`src/rtl/xcel_gcd_responder_if.sv`:
```
// xcel_gcd_responder_if: xcel request/response handshake bundle
// master = processor side (drives requests, accepts responses)
// slave  = accelerator side (accepts requests, drives responses)
// xcelreq_msg  = {type_[37], addr[36:32], data[31:0]}, type_ 1 = write
// xcelresp_msg = {type_[32], data[31:0]}
interface xcel_gcd_responder_if;
  logic        xcelreq_val;
  logic        xcelreq_rdy;
  logic [37:0] xcelreq_msg;
  logic        xcelresp_val;
  logic        xcelresp_rdy;
  logic [32:0] xcelresp_msg;
  modport master (
    output xcelreq_val, xcelreq_msg, xcelresp_rdy,
    input  xcelreq_rdy, xcelresp_val, xcelresp_msg
  );
  modport slave (
    input  xcelreq_val, xcelreq_msg, xcelresp_rdy,
    output xcelreq_rdy, xcelresp_val, xcelresp_msg
  );
endinterface

```
`src/rtl/xcel_gcd_responder.sv`:
```
// xcel_gcd_responder: xcel register-file minion running an iterative Euclid GCD on go
// clk   : clock
// reset : synchronous active-high reset
// x     : request/response handshake (slave side)
// xr0 write = go, xr0 read = last result, xr1/xr2 = operands A/B, xr3..xr31 read 0
module xcel_gcd_responder (
  input logic                clk,
  input logic                reset,
  xcel_gcd_responder_if.slave x
);
  typedef enum logic {IDLE, CALC} state_t;
  state_t      state_q, state_d;
  logic [31:0] xr0_q, xr0_d, xr1_q, xr1_d, xr2_q, xr2_d;
  logic [31:0] a_q, a_d, b_q, b_d;
  logic        resp_val_q, resp_val_d;
  logic [32:0] resp_msg_q, resp_msg_d;
  logic        rdy, fire, wr, go;
  logic [4:0]  addr;
  logic [31:0] wdata, rdata;
  // Only one response slot, so accept only when it is empty or draining this cycle.
  assign rdy            = !reset && state_q == IDLE && (!resp_val_q || x.xcelresp_rdy);
  assign x.xcelreq_rdy  = rdy;
  assign x.xcelresp_val = resp_val_q;
  assign x.xcelresp_msg = resp_msg_q;
  always_comb begin
    wr         = x.xcelreq_msg[37];
    addr       = x.xcelreq_msg[36:32];
    wdata      = x.xcelreq_msg[31:0];
    fire       = x.xcelreq_val && rdy;
    go         = fire && wr && addr == 5'd0;
    rdata      = addr == 5'd0 ? xr0_q : addr == 5'd1 ? xr1_q : addr == 5'd2 ? xr2_q : 32'd0;
    resp_val_d = fire || (resp_val_q && !x.xcelresp_rdy);
    resp_msg_d = fire ? {wr, wr ? 32'd0 : rdata} : resp_msg_q;
    xr1_d      = fire && wr && addr == 5'd1 ? wdata : xr1_q;
    xr2_d      = fire && wr && addr == 5'd2 ? wdata : xr2_q;
    state_d    = state_q;
    a_d        = a_q;
    b_d        = b_q;
    xr0_d      = xr0_q;
    if (go) begin
      state_d = CALC;
      a_d     = xr1_q;
      b_d     = xr2_q;
    end else if (state_q == CALC) begin
      if (a_q < b_q) begin
        a_d = b_q;
        b_d = a_q;
      end else if (b_q != 32'd0) begin
        a_d = a_q - b_q;
      end else begin
        xr0_d   = a_q;
        state_d = IDLE;
      end
    end
  end
  always_ff @(posedge clk) begin
    if (reset) begin
      state_q    <= IDLE;
      xr0_q      <= '0;
      xr1_q      <= '0;
      xr2_q      <= '0;
      a_q        <= '0;
      b_q        <= '0;
      resp_val_q <= 1'b0;
      resp_msg_q <= '0;
    end else begin
      state_q    <= state_d;
      xr0_q      <= xr0_d;
      xr1_q      <= xr1_d;
      xr2_q      <= xr2_d;
      a_q        <= a_d;
      b_q        <= b_d;
      resp_val_q <= resp_val_d;
      resp_msg_q <= resp_msg_d;
    end
  end
endmodule
```
`src/flat_wrapper.sv`:
```
// flat-port wrapper written by rule: the top's interface ports become plain ports
module xcel_gcd_responder_flat 
  (clk, reset, x_xcelreq_val, x_xcelreq_msg, x_xcelresp_rdy, x_xcelreq_rdy, x_xcelresp_val, x_xcelresp_msg);
  xcel_gcd_responder_if x_i ();
  input logic clk;
  input logic reset;
  input wire logic [$bits(x_i.xcelreq_val)-1:0] x_xcelreq_val;
  input wire logic [$bits(x_i.xcelreq_msg)-1:0] x_xcelreq_msg;
  input wire logic [$bits(x_i.xcelresp_rdy)-1:0] x_xcelresp_rdy;
  output wire logic [$bits(x_i.xcelreq_rdy)-1:0] x_xcelreq_rdy;
  output wire logic [$bits(x_i.xcelresp_val)-1:0] x_xcelresp_val;
  output wire logic [$bits(x_i.xcelresp_msg)-1:0] x_xcelresp_msg;
  assign x_i.xcelreq_val = x_xcelreq_val;
  assign x_i.xcelreq_msg = x_xcelreq_msg;
  assign x_i.xcelresp_rdy = x_xcelresp_rdy;
  assign x_xcelreq_rdy = x_i.xcelreq_rdy;
  assign x_xcelresp_val = x_i.xcelresp_val;
  assign x_xcelresp_msg = x_i.xcelresp_msg;
  xcel_gcd_responder u_core (.clk(clk), .reset(reset), .x(x_i));
endmodule
```
`config.mk`:
```
export PLATFORM = sky130hd
export DESIGN_NAME = xcel_gcd_responder_flat
export DESIGN_NICKNAME = d
export VERILOG_FILES = /design/src/rtl/xcel_gcd_responder_if.sv /design/src/rtl/xcel_gcd_responder.sv /design/src/flat_wrapper.sv
export SDC_FILE = /design/constraint.sdc
export NUM_CORES = 1
export LEC_CHECK = 0
export BUFFER_PORTS_ARGS = -buffer_cell sky130_fd_sc_hd__buf_2
export CORE_MARGIN = 4
export CORE_UTILIZATION = 45
export CTS_CLUSTER_DIAMETER = 60
export DETAILED_ROUTE_END_ITERATION = 8
export PLACE_DENSITY = 0.72
export REMOVE_ABC_BUFFERS = 1
export SYNTH_ARGS = -nofsm -noshare
export SYNTH_HDL_FRONTEND = slang
export SYNTH_SLANG_ARGS = --single-unit
```
`constraint.sdc`:
```
create_clock -name clk -period 3.5 [get_ports clk]
set_input_delay 0.35 -clock clk [delete_from_list [all_inputs] [get_ports clk]]
set_output_delay 0.35 -clock clk [all_outputs]
set_load 0.05 [all_outputs]
```
## Yosys cells after proc, flatten, opt, wreduce, memory -nomap -nowiden

Cells that the tools add are included.

| storage, ports and cells | value |
|---|---|
| bits of input ports | 42 |
| bits in registers | 195 |
| logic and storage cells | 52 |
| output and inout bits | 35 |

| operators by class | value |
|---|---|
| multiplexer cells | 15 |
| $lt $le $gt $ge | 1 |
| add/subtract/negate cells | 1 |
| equality and inequality tests | 2 |
| bitwise operators | 4 |
| reduce and logical (&&, ||, !) cells | 21 |

Operators by type and width:

| kind | number |
|---|---|
| $mux W32 | 11 |
| $lt A32 B32 Y1 | 1 |
| $reduce_bool A32 Y1 | 1 |
| $sub A32 B32 Y32 | 1 |
| $logic_and A1 B1 Y1 | 8 |
| $eq A5 B1 Y1 const B | 1 |
| $eq A5 B2 Y1 const B | 1 |
| $logic_not A5 Y1 | 1 |
| $mux W1 | 4 |
| $not A1 Y1 | 4 |
| $reduce_and A2 Y1 | 2 |
| $reduce_and A4 Y1 | 1 |
| $reduce_bool A2 Y1 | 2 |
| $logic_not A1 Y1 | 3 |
| $reduce_bool A3 Y1 | 1 |
| $logic_or A1 B1 Y1 | 2 |

## Depth between registers and ports, before layout

Gate-level depths: netlist of run 1.

| depth | value |
|---|---|
| word-level depth | 8 |
| mapped depth | 14 |

## Least setup slack after synthesis of run 1

Ideal clock, no wire load.

| timing path | value |
|---|---|
| kind | register -> register |
| from | register u_core.resp_val_q, in the netlist u_core.x.xcelresp_val |
| to | register u_core.b_q[3] |
| stages on the path, launching flop included | 10 |
| slack | 0.048 ns |
| arrival | 3.363 ns |
| setup time | 0.089 ns |
| path through | dfxtp_1 -> nor2b_1 -> nor3_1 -> and2_1 -> nand2_1 -> or3_1 -> clkbuf_1 -> clkbuf_1 -> clkbuf_1 -> a311oi_2 |

| on the way | value |
|---|---|
| longest elaborated chain between the ends | 8 |
| elaborated cells on any way between the ends | 10 |
| those cells by class | mux: 1; reduce/logical: 9 |

RTL lines:

| item | RTL line | RTL |
|---|---|---|
| start: declaration | xcel_gcd_responder.sv:15 | `logic resp_val_q, resp_val_d;` |
| start signal: assignment | xcel_gcd_responder.sv:73 | `resp_val_q <= resp_val_d;` |
| $logic_not A1 Y1 * | xcel_gcd_responder.sv:21 | `assign rdy = !reset && state_q == IDLE && (!resp_val_q \|\| x.xcelresp_rdy);` |
| $logic_or A1 B1 Y1 * | xcel_gcd_responder.sv:21 |  |
| $logic_and A1 B1 Y1 * | xcel_gcd_responder.sv:21 |  |
| net x_xcelreq_rdy | flat_wrapper.sv:10 | `output wire logic [$bits(x_i.xcelreq_rdy)-1:0] x_xcelreq_rdy;` |
| $logic_and A1 B1 Y1 * | xcel_gcd_responder.sv:29 | `fire = x.xcelreq_val && rdy;` |
| $logic_and A1 B1 Y1 * (2 in a row) | xcel_gcd_responder.sv:30 | `go = fire && wr && addr == 5'd0;` |
| $reduce_bool A2 Y1 (no line) | -- |  |
| $reduce_and A2 Y1 (no line) | -- |  |
| end signal: assignment | xcel_gcd_responder.sv:63 | `b_q <= '0;` |
| end signal: assignment | xcel_gcd_responder.sv:72 | `b_q <= b_d;` |
| end: declaration | xcel_gcd_responder.sv:14 | `logic [31:0] a_q, a_d, b_q, b_d;` |

The timed path passes the listed nets; every way through them passes the cells marked *.
A chain may end at the register's enable or synchronous reset.

## Worst setup path after layout of run 1

| timing path | value |
|---|---|
| from | register u_core.b_q[3] |
| to | register u_core.a_q[15] |

| on the way | value |
|---|---|
| longest elaborated chain between the ends | 5 |
| elaborated cells on any way between the ends | 9 |
| those cells by class | add/sub: 1; order compare: 1; mux: 4; reduce/logical: 3 |

RTL lines:

| item | RTL line | RTL |
|---|---|---|
| $sub A32 B32 Y32 | xcel_gcd_responder.sv:49 | `a_d = a_q - b_q;` |
| $mux W32 | xcel_gcd_responder.sv:48 | `end else if (b_q != 32'd0) begin` |
| $mux W32 | xcel_gcd_responder.sv:45 | `if (a_q < b_q) begin` |
| $mux W32 | xcel_gcd_responder.sv:44 | `end else if (state_q == CALC) begin` |
| $mux W32 | xcel_gcd_responder.sv:40 | `if (go) begin` |
| end signal: assignment | xcel_gcd_responder.sv:62 | `a_q <= '0;` |
| end signal: assignment | xcel_gcd_responder.sv:71 | `a_q <= a_d;` |
| end: declaration | xcel_gcd_responder.sv:14 |  |

Parallel ways exist; a longest one is shown, timed or not. The select of a mux whose other input is x is not followed.

==> results of run 1 <==
## critical path: cells and delay by family (launching register included)
kind / cells / cell delay, ns
buffers and inverters: 3 / 0.43
adder cells (fa/ha/maj): 1 / 0.36
flip-flops: 1 / 0.37
AND/OR/NAND/NOR: 2 / 0.50
AO/OA/AOI/OAI: 7 / 1.55
## cell type report
type	count	share of cell area [%]
multi-input cells	968	50.7
flip-flops and latches	195	33.9
clock inverters	12	1.36
repair buffers	110	5.86
inverters	38	1.24
clock buffers	20	3.79
well taps	285	3.10
## power groups by stage
| stage | Combinational [W] | Sequential, W | Clock [W] |
|---|---|---|---|
| 2_1_floorplan | 0.000175 | 0.00228 | 0 |
| 3_3_place_gp | 0.000349 | 0.00228 | 0 |
| 3_5_place_dp | 0.000350 | 0.00228 | 0 |
| 4_1_cts | 0.000353 | 0.00223 | 0.00206 |
| 5_1_grt | 0.000392 | 0.00223 | 0.00215 |
| 6_report | 0.000361 | 0.00223 | 0.00203 |
## sequential cells by signal (all words and copies together) (netlist names)
| register | flops |
|---|---|
| u_core.a_q | 32 |
| u_core.b_q | 32 |
| u_core.state_q | 1 |
| u_core.x.xcelresp_msg | 33 |
| u_core.x.xcelresp_val | 1 |
| u_core.xr0_q | 32 |
| u_core.xr1_q | 32 |
| u_core.xr2_q | 32 |
## stage by stage
stage | TNS [ns] | instance area (um^2) | util (%) | cells
2_1_floorplan | -111.41 | 9840 | - | 1201
3_3_place_gp | 0 | 10900 | 48.2 | 1596
3_5_place_dp | 0 | 10900 | 48.2 | 1596
4_1_cts | 0 | 11500 | 50.8 | 1628
5_1_grt | 0 | 11500 | 51.0 | 1628
6_report | 0 | 11500 | 51.0 | 1628
## path summary, 6_finish.rpt
| kind | startpoint | end | slack, ns |
|---|---|---|---|
| worst min register to register | u_core.x.xcelresp_msg[32] | u_core.x.xcelresp_msg[32] | 0.46 |
| worst max-delay path | u_core.b_q[3] | u_core.a_q[15] | 0.20 |
| worst max register to register | u_core.b_q[3] | u_core.a_q[15] | 0.20 |
| worst min-delay path | x_xcelreq_msg[26] | u_core.xr1_q[26] | 0.15 |
## kinds of logic (layout without fill, tap and decap cells)
| family | after synthesis | after routing |
|---|---|---|
| AOI/OAI and AO/OA | 348 | 348 |
| xor gates and xnor gates | 27 | 27 |
| adders and majority gates | 33 | 33 |
| buffers and inverters | 136 | 180 |
| DFF | 195 | 195 |
| muxes | 67 | 67 |
| and+or+nand+nor | 493 | 493 |
## timing repair
item                       CTS  global route
setup endpoints to repair    0            57
hold buffers                 0             0
gates resized for setup      0             9
setup buffers                0             0
## cell usage in the layout, fill, tap and decap left out, types with 6 or more instances in the layout
master,Yosys,final
a22oi_1,32,32
nor2_1,137,136
o21ai_0,76,76
buf_2,9,75
ha_1,32,31
nand2_1,263,262
a311oi_2,30,31
xor2_1,12,12
a21oi_1,108,107
buf_4,0,30
xnor2_1,15,15
and2_1,6,7
a31oi_1,18,18
nand3_1,36,36
and3_1,6,6
dfxtp_1,195,194
a211oi_1,14,14
nor4_1,12,11
a21o_1,19,19
clkbuf_16,0,17
inv_1,38,38
mux2i_1,67,67
## per-layer routing
layer  wire length (um)  track usage (%)  vias up
li1                   -                -     4596
met1              13000             29.1     4430
met4                348             5.48        0
met3               1190             3.65       34
met5                  0                0        -
met2              13500             37.0      198
==> run summary, run 1 <==
Via Count: 9258
Seq pwr share: 48.2%
vias per inst: 5.69
Power, Total: 0.00462 W
leading area contributor after synthesis: dfxtp_1
fraction of layout cells with a size suffix above 1: 14.1%
Setup Crit Path Kind: reg -> reg
hpwl dp: 19100 um
CP startpoint kind: flop
max incr delay on CP: 0.42 ns
Static Leak: 4.73 nW
Setup WS pre-CTS: 0.0887 ns
Slew Limit Headroom: 41.1%
Post-synth top flop: dfxtp_1
drt wl/cell: 17.2 um
row count: 55
Worst Hold Path Cells: 3
mux share of post-synthesis cell area: 6.52%
Post-synth top cells: nand2_1 (263), dfxtp_1 (195), nor2_1 (137), a21oi_1 (108)
Hold/Removal Path Class: in -> reg
Routed Antenna Nets: 0
Clock Power Share: 44.0%
syn avg cell area: 7.91 um^2
Register Area: 0.00391 mm^2
Sink Count: 195
Switch Pwr: 0.00114 W
Critical Path Fanout Max: 11
number of antenna violations at the first check in global routing: 0
Max Cap Violations: 0
Starting Density: 45.5%
Top cell by count, worst path: buf_4
Multi-input gate area: 0.00584 mm^2
Hold Fails Final Rpt: 0
Vert. Die Dim: 159 um
Switching Share: 24.8%
CP required: 3.85 ns
CTS tree: done
post-synthesis xor/xnor area fraction: 2.30%
number of fill cells: 2199
DR DRC count: 0
routability cong.: 0.935
Data arrival, critical path: 3.65 ns
Die Area: 0.0253 mm^2
Pre-Repair DR Iteration Count: 5
Syn. warnings: 0
fin crit period: 3.30 ns
Logic pwr share: 7.8%
DRT Wirelength: 28000 um
Clock Tree Root: clkbuf_16
# IOs: 77
ant diodes: 0
Worst Tran Pin Value: 0.884 ns
cell depth of the worst flop-to-flop path: 13
initial DRC count: 739
clock-pin slew on the worst setup and hold paths: 0.07 ns
fin. max-slew vios: 0
fin nets: 1405
FMAX: 303 MHz
RSZ-0062 raised after global routing: no
Bufs on Longest Clock Path: 2
GRT Residual Overflow: 0
Skew-Pair Late Insertion Delay: 0.44 ns
VDD IR max: 0.237 mV
post-synthesis sequential area ratio: 38.0%
first-pass GRT wire length: 46500 um
synth unique cells: 68
Post-Syn Area: 0.0103 mm^2
Die W: 159 um
PortBufs: 76
Post-Synth Simple-Gate Area: 19.9%
largest net degree at the start of global routing: 180
P per Cell Area: 401 mW/mm^2
Hold WS: 0.149 ns
Crit. End Element: flop
count leader, synth: nand2_1
skew final: 0.00831 ns
Syn Inst Count: 1299
Core ar.: 0.0226 mm^2
combinational family with the most area after synthesis: compound AO/OA/AOI/OAI gates
post-synth top area share: 38.0%
complex-gate fraction of the synthesized area: 23.5%
fin crit share: 94.3%
flops & latches, synth: 195
result of the run: finished, final reports clean
gr usage total: 21.8%
CTS buffer count: 17
crit-path cells: inv_1, ha_1, o211ai_2, a21oi_1, o41a_1, o31a_1, or3_4, a21bo_1, buf_4, buf_4, nand2_1, o211ai_1, a211oi_1
EDFF count, synth: 0
vias in the first global route: 9058
Adder-Cell Fraction of Synth Area: 4.09%
final setup fails: 0
Area contributors post-synth: dfxtp_1 (38%), nand2_1 (9.6%), mux2i_1 (6.5%), a21oi_1 (5.3%), nor2_1 (5.0%)
final worst setup slack: 0.200 ns
Power Internal: 0.00347 W
Crit-path slowest cell: o41a_1
asr flop ratio synth: 0%
H-Tree Depth: 4
Layout area overhead: 12.0%
(Power assumes the default switching activity.)
==> inputs of run 2 (changes only) <==
--- a/config.mk
+++ b/config.mk
@@ -6,11 +6,13 @@
 export NUM_CORES = 1
 export LEC_CHECK = 0
 export BUFFER_PORTS_ARGS = -buffer_cell sky130_fd_sc_hd__buf_2
+export CELL_PAD_IN_SITES_DETAIL_PLACEMENT = 1
+export CELL_PAD_IN_SITES_GLOBAL_PLACEMENT = 1
 export CORE_MARGIN = 4
 export CORE_UTILIZATION = 45
 export CTS_CLUSTER_DIAMETER = 60
 export DETAILED_ROUTE_END_ITERATION = 8
-export PLACE_DENSITY = 0.72
+export PLACE_DENSITY = 0.89
 export REMOVE_ABC_BUFFERS = 1
 export SYNTH_ARGS = -nofsm -noshare
 export SYNTH_HDL_FRONTEND = slang
==> run 2 against run 1 <==
Setup slack worse by 0.18 ns. Utilization increased by 0.70 points. Cell count up 0.31%. Wire length increased by 19%. Sequential share of layout area is 0.47 points lower. Power increased by 3.9%. Die area did not move. Combinational power is 13% higher. Register-to-register slack lost 0.18 ns. Critical path type unchanged.
==> run summary, run 2 (same netlist as run 1, synthesis figures left out) <==
P per Cell Area: 411 mW/mm^2 (+2.5%)
Pre-Repair DR Iteration Count: 5 (unchanged)
fin crit share: 99.6% (+5.3 points)
skew final: 0.0143 ns (+0.00602 ns)
DRT Wirelength: 33300 um (+19%)
vias in the first global route: 9937 (+9.7%)
fin. max-slew vios: 0 (unchanged)
design area: 0.0117 mm^2 (+1.4%)
Layout area overhead: 13.5%
Die W: 159 um (unchanged)
placed inst area: 0.0109 mm^2 (+0.31%)
Setup WS pre-CTS: 0.0130 ns (-0.0757 ns)
Hold/Removal Path Class: in -> reg
Worst Tran Pin Value: 0.935 ns (+0.0519 ns)
Die Area: 0.0253 mm^2 (unchanged)
fraction of layout cells with a size suffix above 1: 14.9% (+0.76 points)
Routed Antenna Nets: 0 (unchanged)
Skew-Pair Late Insertion Delay: 0.45 ns (about the same)
Seq pwr share: 46.4% (-1.8 points)
Vert. Die Dim: 159 um (unchanged)
Clock Power Share: 45.1% (+1.1 points)
max FFs per register: 33 (unchanged)
CTS buffer count: 17 (unchanged)
Logic pwr share: 8.5% (+0.7 points)
Bufs on Longest Clock Path: 2 (unchanged)
row count: 55 (unchanged)
gr usage total: 25.2% (+3.4 points)
Critical Path Fanout Max: 13 (+2)
Static Leak: 4.80 nW (+1.3%)
largest net degree at the start of global routing: 77 (-57%)
Setup Crit Path Kind: reg -> reg
Via Count: 9780 (+5.6%)
Clock Tree Root: clkbuf_16
Switching Share: 25.0% (+0.18 points)
Sink Count: 195 (unchanged)
Power, Total: 0.00480 W (+3.9%)
CTS tree: done
CP startpoint kind: flop
routability cong.: 0.903 (-3.4%)
VDD IR max: 0.301 mV (+27%)
H-Tree Depth: 4 (unchanged)
result of the run: finished, final reports clean
hold buffers post-CTS: 0 (unchanged)
Crit. End Element: flop
hpwl dp: 22100 um (+16%)
CP required: 3.79 ns (-0.06 ns)
Hold WS: 0.143 ns (-0.00660 ns)
Core ar.: 0.0226 mm^2 (unchanged)
number of fill cells: 2746 (+25%)
Slew Limit Headroom: 37.5% (-3.6 points)
vias per inst: 5.99 (+5.3%)
first-pass GRT wire length: 53000 um (+14%)
commonest non-fill, non-tap cell in the layout: nand2_1
DR DRC count: 0 (unchanged)
Register Area: 0.00390 mm^2 (about the same)
Starting Density: 45.5% (unchanged)
Max Cap Violations: 0 (unchanged)
final setup fails: 0 (unchanged)
# IOs: 77 (unchanged)
fin nets: 1411 (+0.43%)
final worst setup slack: 0.0156 ns (-0.184 ns)
initial DRC count: 531 (-28%)
GRT Residual Overflow: 0 (unchanged)
setup TNS: 0 ns (unchanged)
fin crit period: 3.48 ns (+0.184 ns)
Hold Fails Final Rpt: 0 (unchanged)
number of antenna violations at the first check in global routing: 0 (unchanged)
FMAX: 287 MHz (-5.3%)
Multi-input gate area: 0.00588 mm^2 (+0.66%)
drt wl/cell: 20.4 um (+19%)
ant diodes: 0 (unchanged)
most frequent cells in the layout: nand2_1 (262), dfxtp_1 (195), nor2_1 (136), a21oi_1 (106), o21ai_0 (76)
Switch Pwr: 0.00120 W (+4.7%)
Data arrival, critical path: 3.77 ns (+0.12 ns)
clock-pin slew on the worst setup and hold paths: 0.08 ns (about the same)
PortBufs: 76 (unchanged)
Power Internal: 0.00360 W (+3.7%)
-- run 2: cell types whose count changed in the layout (fill, tap and decap cells not counted), sizes merged --
| cell | previous run | this run |
|---|---|---|
| buf | 110 | 115 |
| bufinv | 3 | 4 |
| clkbuf | 20 | 21 |
| clkinv | 4 | 3 |
| clkinvlp | 3 | 2 |
-- run 2: metrics by stage --
step           util [%]  instances
2_1_floorplan         -       1201
3_3_place_gp       48.3       1599
4_1_cts            51.2       1631
3_5_place_dp       48.4       1600
5_1_grt            51.7       1633
6_report           51.7       1633
-- run 2: per-layer routing --
metal | vias to the layer above | share of wire [%] | global-route usage (%) | routed length, um
met5 | - | 0 | 0 | 0
met4 | 0 | 1.8 | 8.01 | 598
met3 | 55 | 3.5 | 3.34 | 1150
met2 | 254 | 51 | 44.9 | 16900
met1 | 4872 | 44 | 31.8 | 14700
li1 | 4599 | - | - | -
-- run 2: worst paths after layout --
check,startpoint,end,slack (ns),cells past startpoint
min,x_xcelreq_msg[30],u_core.xr1_q[30],0.14,3
max,u_core.b_q[2],u_core.a_q[23],0.02,10
max reg2reg,u_core.b_q[2],u_core.a_q[23],0.02,10
min reg2reg,u_core.x.xcelresp_msg[32],u_core.x.xcelresp_msg[32],0.46,2
-- run 2: critical path: stages (launching register included) --
cell	delay [ns]
dfxtp_1	0.42
inv_1	0.07
ha_1	0.36
nand2b_1	0.12
a21oi_1	0.10
o41a_1	0.43
o31a_1	0.36
or3_4	0.43
a21bo_4	0.30
mux2i_1	0.16
a2111oi_1	0.56
-- run 2: power by group through the flow --
stage | clock network [W] | logic, W | registers, W
after floorplan | 0 | 0.000175 | 0.00228
after global placement | 0 | 0.000351 | 0.00228
after detailed placement | 0 | 0.000361 | 0.00228
after CTS | 0.00218 | 0.000366 | 0.00223
after global routing | 0.00228 | 0.000433 | 0.00223
final | 0.00216 | 0.000409 | 0.00223
-- run 2: cell type report --
cell class                      count  share of cell area (%)
Multi-Input combinational cell    968                    50.4
Sequential cell                   195                    33.5
Timing Repair Buffer              116                    6.49
Clock buffer                       20                    3.91
Tap cell                          285                    3.06
Clock inverter                     11                    1.50
Inverter                           38                    1.22
-- run 2: timing repair --
action,4_1_cts,5_1_grt
pin swaps,0,1
resized for setup,1,17
cloned,0,1
setup endpoints to repair,5,61
hold endpoints to repair,0,0
setup buffers,0,1
